$ cat src/rtl/pipe_stage_buf.sv
// Pipeline-stage register carrying a control and a data bundle under valid/ready.
// SKID=1 adds a second entry so in_ready can be registered; flush turns held beats into bubbles.
module pipe_stage_buf #(
    parameter int                CTRL_W      = 12,
    parameter int                DATA_W      = 134,
    parameter logic [CTRL_W-1:0] CTRL_BUBBLE = {CTRL_W{1'b0}},
    parameter bit                SKID        = 1'b1
) (
    input  logic              clk,
    input  logic              rst_n,
    input  logic              flush,
    input  logic              in_valid,
    output logic              in_ready,
    input  logic [CTRL_W-1:0] in_ctrl,
    input  logic [DATA_W-1:0] in_data,
    output logic              out_valid,
    input  logic              out_ready,
    output logic [CTRL_W-1:0] out_ctrl,
    output logic [DATA_W-1:0] out_data,
    output logic [1:0]        occupancy
);

    typedef enum logic [1:0] {EMPTY = 2'd0, ONE = 2'd1, TWO = 2'd2} state_t;

    state_t            state_q, state_d;
    logic              rdy_q;
    logic              in_fire, out_fire;
    logic              ld_main_in, ld_main_skid, ld_skid;
    logic [CTRL_W-1:0] main_ctrl_q, skid_ctrl_q;
    logic [DATA_W-1:0] main_data_q, skid_data_q;

    // rdy_q is low during reset; with SKID=0 it only gates the combinational ready
    assign in_ready  = SKID ? rdy_q : (rdy_q & (!out_valid | out_ready));
    assign out_valid = (state_q != EMPTY);
    assign in_fire   = in_valid & in_ready;
    assign out_fire  = out_valid & out_ready;
    assign out_ctrl  = out_valid ? main_ctrl_q : CTRL_BUBBLE;
    assign out_data  = main_data_q;
    assign occupancy = state_q;

    always_ff @(posedge clk or negedge rst_n) begin
        if (!rst_n) begin
            state_q <= EMPTY;
            rdy_q   <= 1'b0;
        end else begin
            state_q <= state_d;
            rdy_q   <= (state_d != TWO);
        end
    end

    always_comb begin
        state_d      = state_q;
        ld_main_in   = 1'b0;
        ld_main_skid = 1'b0;
        ld_skid      = 1'b0;
        if (flush) begin
            // an out_fire this cycle has already been sampled downstream; everything else is dropped
            state_d = EMPTY;
        end else begin
            case (state_q)
                EMPTY: if (in_fire) begin
                    state_d    = ONE;
                    ld_main_in = 1'b1;
                end
                ONE: begin
                    if (in_fire && out_fire) begin
                        ld_main_in = 1'b1;
                    end else if (in_fire && SKID) begin
                        state_d = TWO;
                        ld_skid = 1'b1;
                    end else if (out_fire) begin
                        state_d = EMPTY;
                    end
                end
                TWO: if (out_fire) begin
                    state_d      = ONE;
                    ld_main_skid = 1'b1;
                end
                default: state_d = EMPTY;
            endcase
        end
    end

    always_ff @(posedge clk or negedge rst_n) begin
        if (!rst_n) begin
            main_ctrl_q <= CTRL_BUBBLE;
            main_data_q <= '0;
            skid_ctrl_q <= '0;
            skid_data_q <= '0;
        end else begin
            if (ld_main_in) begin
                main_ctrl_q <= in_ctrl;
                main_data_q <= in_data;
            end else if (ld_main_skid) begin
                main_ctrl_q <= skid_ctrl_q;
                main_data_q <= skid_data_q;
            end
            if (ld_skid) begin
                skid_ctrl_q <= in_ctrl;
                skid_data_q <= in_data;
            end
        end
    end

endmodule

$ cat config.mk
export PLATFORM = sky130hd
export DESIGN_NAME = pipe_stage_buf
export DESIGN_NICKNAME = d
export VERILOG_FILES = /design/src/rtl/pipe_stage_buf.sv
export SDC_FILE = /design/constraint.sdc
export NUM_CORES = 1
export LEC_CHECK = 0
export ABC_AREA = 1
export CAP_MARGIN = 20
export CORE_ASPECT_RATIO = 1.75
export CORE_MARGIN = 2
export CORE_UTILIZATION = 69
export DETAILED_ROUTE_END_ITERATION = 10
export DONT_BUFFER_PORTS = 1
export PLACE_DENSITY = 0.94
export SLEW_MARGIN = 20
export SYNTH_ARGS = -nofsm -noshare
export SYNTH_HDL_FRONTEND = slang
export SYNTH_SLANG_ARGS = --single-unit
export TNS_END_PERCENT = 5
$ cat constraint.sdc
create_clock -name clk -period 3.5 [get_ports clk]
set_input_delay 0.7 -clock clk [delete_from_list [all_inputs] [get_ports clk]]
set_output_delay 0.7 -clock clk [all_outputs]
set_load 0.1 [all_outputs]
==> results of run 1 <==
==> per-layer routing <==
layer	vias up	GRT usage, %	share of wire [%]
met1	5686	41.86	36
li1	5426	-	-
met5	-	0	0
met3	157	5.929	8.4
met2	755	54.37	49
met4	0	17.88	6.0
==> logic make-up after synthesis <==
group           Yosys count
simple gates            902
compound gates          149
flops                   295
buf+inv                 439
==> flip-flops by register name (all words and copies together), names as in the netlist <==
name	cells
skid_data_q	134
main_ctrl_q	12
skid_ctrl_q	12
in_ready	1
out_data	134
occupancy	2
==> cells in the mapped netlist <==
cell type / count / area, um^2
buf_2: 34 / 170.2
nand3_1: 151 / 755.7
nor2_1: 15 / 56.30
clkbuf_1: 73 / 274.0
nand4_1: 147 / 919.6
nand2_2: 1 / 6.260
buf_4: 6 / 45.04
buf_1: 14 / 52.55
nor2_2: 1 / 6.260
dfrtp_1: 295 / 7382
o21ai_0: 148 / 740.7
nand3_2: 1 / 10.01
a21oi_1: 1 / 5.000
inv_2: 3 / 11.26
buf_6: 1 / 11.26
inv_1: 308 / 1156
nand2_1: 586 / 2200
==> power breakdown <==
part           internal, mW  leakage, nW  switching [mW]
logic                 0.632         4.12            1.16
clock network          1.74        0.445            1.25
registers              4.22         3.76            3.67
total                  6.59         8.32            6.08
==> layout make-up <==
type | count | area (um^2)
Fill cell | 1286 | 4871
Timing Repair Buffer | 30 | 275.3
Inverter | 311 | 1172
Sequential cell | 295 | 7382
Clock inverter | 10 | 128.9
Clock buffer | 37 | 763.2
Multi-Input combinational cell | 1051 | 4755
Tap cell | 245 | 306.5
==> through the flow <==
| stage | total power, mW | hold slack, ns |
|---|---|---|
| floorplan | 9.134 | 0.4044 |
| global placement | 9.505 | 0.4143 |
| detailed placement | 9.671 | 0.4132 |
| CTS | 12.68 | -0.1493 |
| global route | 13.19 | -0.1596 |
| finish | 12.67 | -0.1388 |
==> final timing paths <==
| kind | end | slack (ns) |
|---|---|---|
| min in group clk | skid_data_q[128]$_DFFE_PN0P_ | 0.32 |
| max in group asynchronous | out_data[72]$_DFFE_PN0P_ | 3.21 |
| max reg2reg | out_data[38]$_DFFE_PN0P_ | 0.73 |
| min | skid_data_q[116]$_DFFE_PN0P_ | -0.14 |
| max | out_data[38]$_DFFE_PN0P_ | 0.73 |
| min reg2reg | main_ctrl_q[11]$_DFFE_PN0P_ | 0.48 |
==> worst max-delay path, delay by kind of cell (launching register included) <==
| family | cells | cell delay, ns |
|---|---|---|
| flip-flops | 1 | 0.48 |
| AND/OR/NAND/NOR | 4 | 0.62 |
| buffers and inverters | 2 | 1.42 |
==> flow_metrics.py, run 1 <==
metrics = {
    "logic_synthesis": {
        "synth_top_family_by_area": "simple AND/OR/NAND/NOR gates",
        "yosys.area_share.simple_pct": 28.65,
        "syn_nets": 1936,
        "muxShareOfSynthArea_pct": 0,
        "synth_xor_area_share_pct": 0,
        "ys_seq_elements": 295,
        "synth-seq-area-share_pct": 53.49,
        "synth_cells": 1785,
        "synthAdderAreaFrac_pct": 0,
        "yosysUniqueCellTypes": 17,
        "synth-compound-area-share_pct": 5.403,
        "yosys_warnings": 0,
        "syn_area_per_cell_um2": 7.732,
        "syn_area_um2": 13800,
    },
    "detailed_routing": {
        "vias": 12020,
        "wl_per_cell_um": 17.93,
        "drt-pass1-iter-count": 6,
        "ant_nets": 0,
        "viasPerCell": 6.076,
        "routed_wl_um": 35480,
        "drtIter0Drc": 1476,
        "drc_errors": 0,
    },
    "global_route": {
        "grt_overflow": 0,
        "grt_usage_pct": 33.02,
        "grt_pass1_wl_um": 57880,
        "grt_antenna_before_repair": 0,
        "grt_max_degree": 296,
        "grt_pass1_vias": 11830,
    },
    "setup_path": {
        "cp_max_fo": 86,
        "worstPathArrival_ns": 3.19,
        "r2r_start": "occupancy[0]$_DFF_PN0_",
        "startpoint": "occupancy[0]$_DFF_PN0_",
        "crit_slowest_cell": "buf_4",
        "r2r_cells": 6,
        "start_kind": "flip-flop",
        "critPathCaptureType": "flip-flop",
        "required_ns": 3.92,
        "slowest_delay_ns": 0.85,
        "critPathKind": "reg2reg",
        "crit_chain": "nand2_4, buf_4, buf_4, nand4_1, nand3_1, nand2_1",
        "path_common_cell": "buf_4",
    },
    "hold_path": {
        "worstHoldPathType": "in2async",
    },
    "run": {
        "cap_violations": 0,
    },
    "sta": {
        "fin_ws_ns": 0.7330,
        "rsz0062_at_grt": "no",
        "skew_ns": 0.01430,
        "max_freq_mhz": 361.4,
        "whs_ns": -0.1388,
        "slew_headroom_pct": 31.76,
        "period_share_pct": 79.06,
        "finalSetupTns_ns": 0,
        "finalSetupViolCount": 0,
        "final_max_slew_viol_count": 0,
        "final-hold-violation-count": 295,
        "worst_slew_pin_slew_ns": 1.024,
        "fin_crit_ns": 2.767,
    },
    "finish": {
        "synthToLayoutAreaGrowth_pct": 7.107,
        "final_area_um2": 14780,
        "diodes": 0,
        "fin_cells": 1979,
        "fin_util_pct": 75.22,
        "drive_above_1_share_pct": 5.306,
        "nets": 1867,
        "layout_commonest_cell": "nand2_1",
        "layout_common_cells": "585 x nand2_1, 307 x inv_1, 295 x dfrtp_1, 151 x nand3_1, 148 x o21ai_0",
    },
    "clock_tree": {
        "htreeDepth": 1,
        "clk_pin_slew_ns": 0.07,
        "post_cts_buffers": 0,
        "clk_path_buf_depth": 3,
        "clk_latency_ns": 0.53,
        "root_buffer": "clkbuf_16",
        "cts_buffers": 27,
        "ctsResizeCount": 0,
        "cts_tree": "yes",
        "clock_sinks": 295,
    },
    "placement": {
        "dp_hpwl_um": 20530,
        "place.port_buffers": 0,
        "placed_cell_area_um2": 13890,
        "gp_congestion": 0.8455,
        "placed_cells": 1932,
        "place_ws_ns": 0.6864,
    },
    "pwr": {
        "peakVddDrop_v": 0.0006171,
        "p_per_area_nw_per_um2": 857.3,
        "leakage_nw": 8.318,
    },
    "floorplanning": {
        "io_pins": 301,
        "start_util_pct": 70.23,
        "die_area_um2": 21190,
        "die_h_um": 191.1,
        "core_area_um2": 19650,
        "rows": 68,
        "die_w_um": 110.9,
    },
    "outcome": {
        "violations": "hold timing",
        "status": "complete, but fails checks",
    },
}
Note: power is estimated with default switching activity, not from simulation.
==> inputs of run 2 (changes only) <==
- CORE_UTILIZATION: 69 -> 64
- PLACE_DENSITY: 0.94 -> 0.89
- clock period: 3.5 -> 2.6 ns (I/O delays scaled with it)
==> run 2 against run 1 <==
The flow still finishes with violations (hold timing). Clock power up 40%. First-iteration DRC count decreased by 7.7%. Critical endpoint is now out_ctrl[11]. Via count fell by 2.4%. Utilization decreased by 3.7 points. Clock skew down 0.0039 ns. Setup slack lost 0.61 ns. Total power up 37%. Register-to-register slack worse by 0.13 ns. Global-route usage is 2.9 points lower.
==> flow_metrics.py, run 2 (synthesized netlist as in run 1, its figures left out) <==
metrics = {
    "sta": {
        "fin_ws_ns": 0.1247,
        "whs_ns": -0.3252,
        "rsz0062_at_grt": "no",
        "period_share_pct": 95.21,
        "slew_headroom_pct": 35.08,
        "skew_ns": 0.01039,
        "final_max_slew_viol_count": 0,
        "finalSetupViolCount": 0,
        "fin_crit_ns": 2.475,
        "max_freq_mhz": 404.0,
        "final-hold-violation-count": 295,
        "worst_slew_pin_slew_ns": 0.9738,
    },
    "floorplanning": {
        "die_h_um": 198.3,
        "rows": 71,
        "die_w_um": 115.0,
        "io_pins": 301,
        "core_area_um2": 21320,
        "die_area_um2": 22800,
        "start_util_pct": 64.74,
    },
    "global_route": {
        "grt_overflow": 0,
        "use_met1_pct": 39.52,
        "grt_pass1_wl_um": 56100,
        "grt_usage_pct": 30.12,
        "grt.met2_usage_pct": 48.71,
        "grt_antenna_before_repair": 0,
        "busiest_layer": "met2",
        "grt_pass1_vias": 11310,
        "grt_max_degree": 296,
        "grt_use_met3_pct": 5.357,
    },
    "setup_path": {
        "r2r_start": "occupancy[1]$_DFF_PN0_",
        "rrSetupSlack_ns": 0.60,
        "critPathKind": "reg2out",
        "r2r_cells": 7,
        "worstPathArrival_ns": 1.96,
        "endpoint": "out_ctrl[11]",
        "critPathCaptureType": "primary output",
        "required_ns": 2.08,
        "r2r-end": "out_data[83]$_DFFE_PN0P_",
        "start_kind": "flip-flop",
        "startpoint": "occupancy[0]$_DFF_PN0_",
        "cp_max_fo": 13,
    },
    "placement": {
        "place_ws_ns": 0.6837,
        "dp_hpwl_um": 20420,
        "place.port_buffers": 0,
        "gp_congestion": 0.8498,
    },
    "pwr": {
        "p_switching_mw": 8.197,
        "p_per_area_nw_per_um2": 1140,
        "p_comb_share_pct": 18.9,
        "p_seq_share_pct": 57.0,
        "swShare_pct": 47.15,
        "leakage_nw": 8.535,
        "p_int_mw": 9.186,
        "clkPwrFrac_pct": 24.1,
        "peakVddDrop_v": 0.0008170,
    },
    "detailed_routing": {
        "ant_nets": 0,
        "drc_errors": 0,
        "routed_wl_um": 34690,
        "drt-pass1-iter-count": 6,
        "drtIter0Drc": 1363,
        "vias": 11730,
        "wl_per_cell_um": 17.21,
        "viasPerCell": 5.819,
    },
    "clock_tree": {
        "root_buffer": "clkbuf_16",
        "clk_latency_ns": 0.54,
        "clk_pin_slew_ns": 0.06,
        "cts_buffers": 26,
        "clock_sinks": 295,
        "post_cts_buffers": 0,
        "htreeDepth": 1,
        "clk_path_buf_depth": 3,
        "ctsResizeCount": 0,
        "cts_tree": "yes",
    },
    "run": {
        "cap_violations": 0,
    },
    "finish": {
        "synthToLayoutAreaGrowth_pct": 10.52,
        "fin_util_pct": 71.55,
        "diodes": 0,
        "layout_common_cells": "585 x nand2_1, 307 x inv_1, 295 x dfrtp_1, 151 x nand3_1, 148 x o21ai_0",
        "layout_commonest_cell": "nand2_1",
        "drive_above_1_share_pct": 6.814,
        "nets": 1893,
    },
    "outcome": {
        "status": "complete, but fails checks",
        "violations": "hold timing",
    },
    "hold_path": {
        "worstHoldPathType": "in2async",
    },
}
run 2: how the worst min path moves through the flow:
stage / startpoint / to / slack (ns) / cells after the start
global placement: rst_n / skid_data_q[26]$_DFFE_PN0P_ / 0.23 / 0
global route: rst_n / out_data[26]$_DFFE_PN0P_ / -0.35 / 0
finish: rst_n / skid_data_q[26]$_DFFE_PN0P_ / -0.33 / 0
detailed placement: rst_n / skid_data_q[26]$_DFFE_PN0P_ / 0.23 / 0
floorplan: rst_n / in_ready$_DFF_PN0_ / 0.22 / 0
CTS: rst_n / skid_data_q[26]$_DFFE_PN0P_ / -0.34 / 0
run 2: stage by stage:
stage               cells  instance area, um^2  setup TNS [ns]  power, mW  hold slack (ns)
CTS                  2016                15250               0      17.42          -0.3417
detailed placement   1969                14330               0      13.24           0.2305
finish               2016                15250               0      17.38          -0.3252
global placement     1969                14330               0      13.04           0.2317
global route         2016                15250               0      18.12          -0.3467
floorplan            1785                13820          -3.383      12.31           0.2244
run 2: cell type report:
cell class	count	area, um^2
clock buffer	37	773.2
clock inverter	10	150.1
fill	1489	6066
inverter	311	1172
multi-input combinational	1051	4755
sequential	295	7382
tap	255	319.1
timing repair buffer	57	703.2
run 2: layer usage:
| metal | vias up | routed length (um) |
|---|---|---|
| met1 | 5537 | 13070 |
| li1 | 5480 | - |
| met2 | 602 | 17160 |
| met3 | 112 | 2773 |
| met5 | - | 0 |
| met4 | 0 | 1692 |
run 2: power by group through the flow:
stage / registers (mW) / logic, mW / clock network (mW)
final: 9.91 / 3.29 / 4.18
after global routing: 10.0 / 3.68 / 4.41
after CTS: 9.89 / 3.30 / 4.23
after detailed placement: 9.96 / 3.27 / 0
after global placement: 9.92 / 3.13 / 0
after floorplan: 10.4 / 1.91 / 0
run 2: worst max-delay path, stage by stage, from the launching register on:
cell and delay [ns]:
dfrtp_1 0.44, buf_4 0.34, nor2_1 0.08, buf_4 0.20, nor2_2 0.16, buf_12 0.19
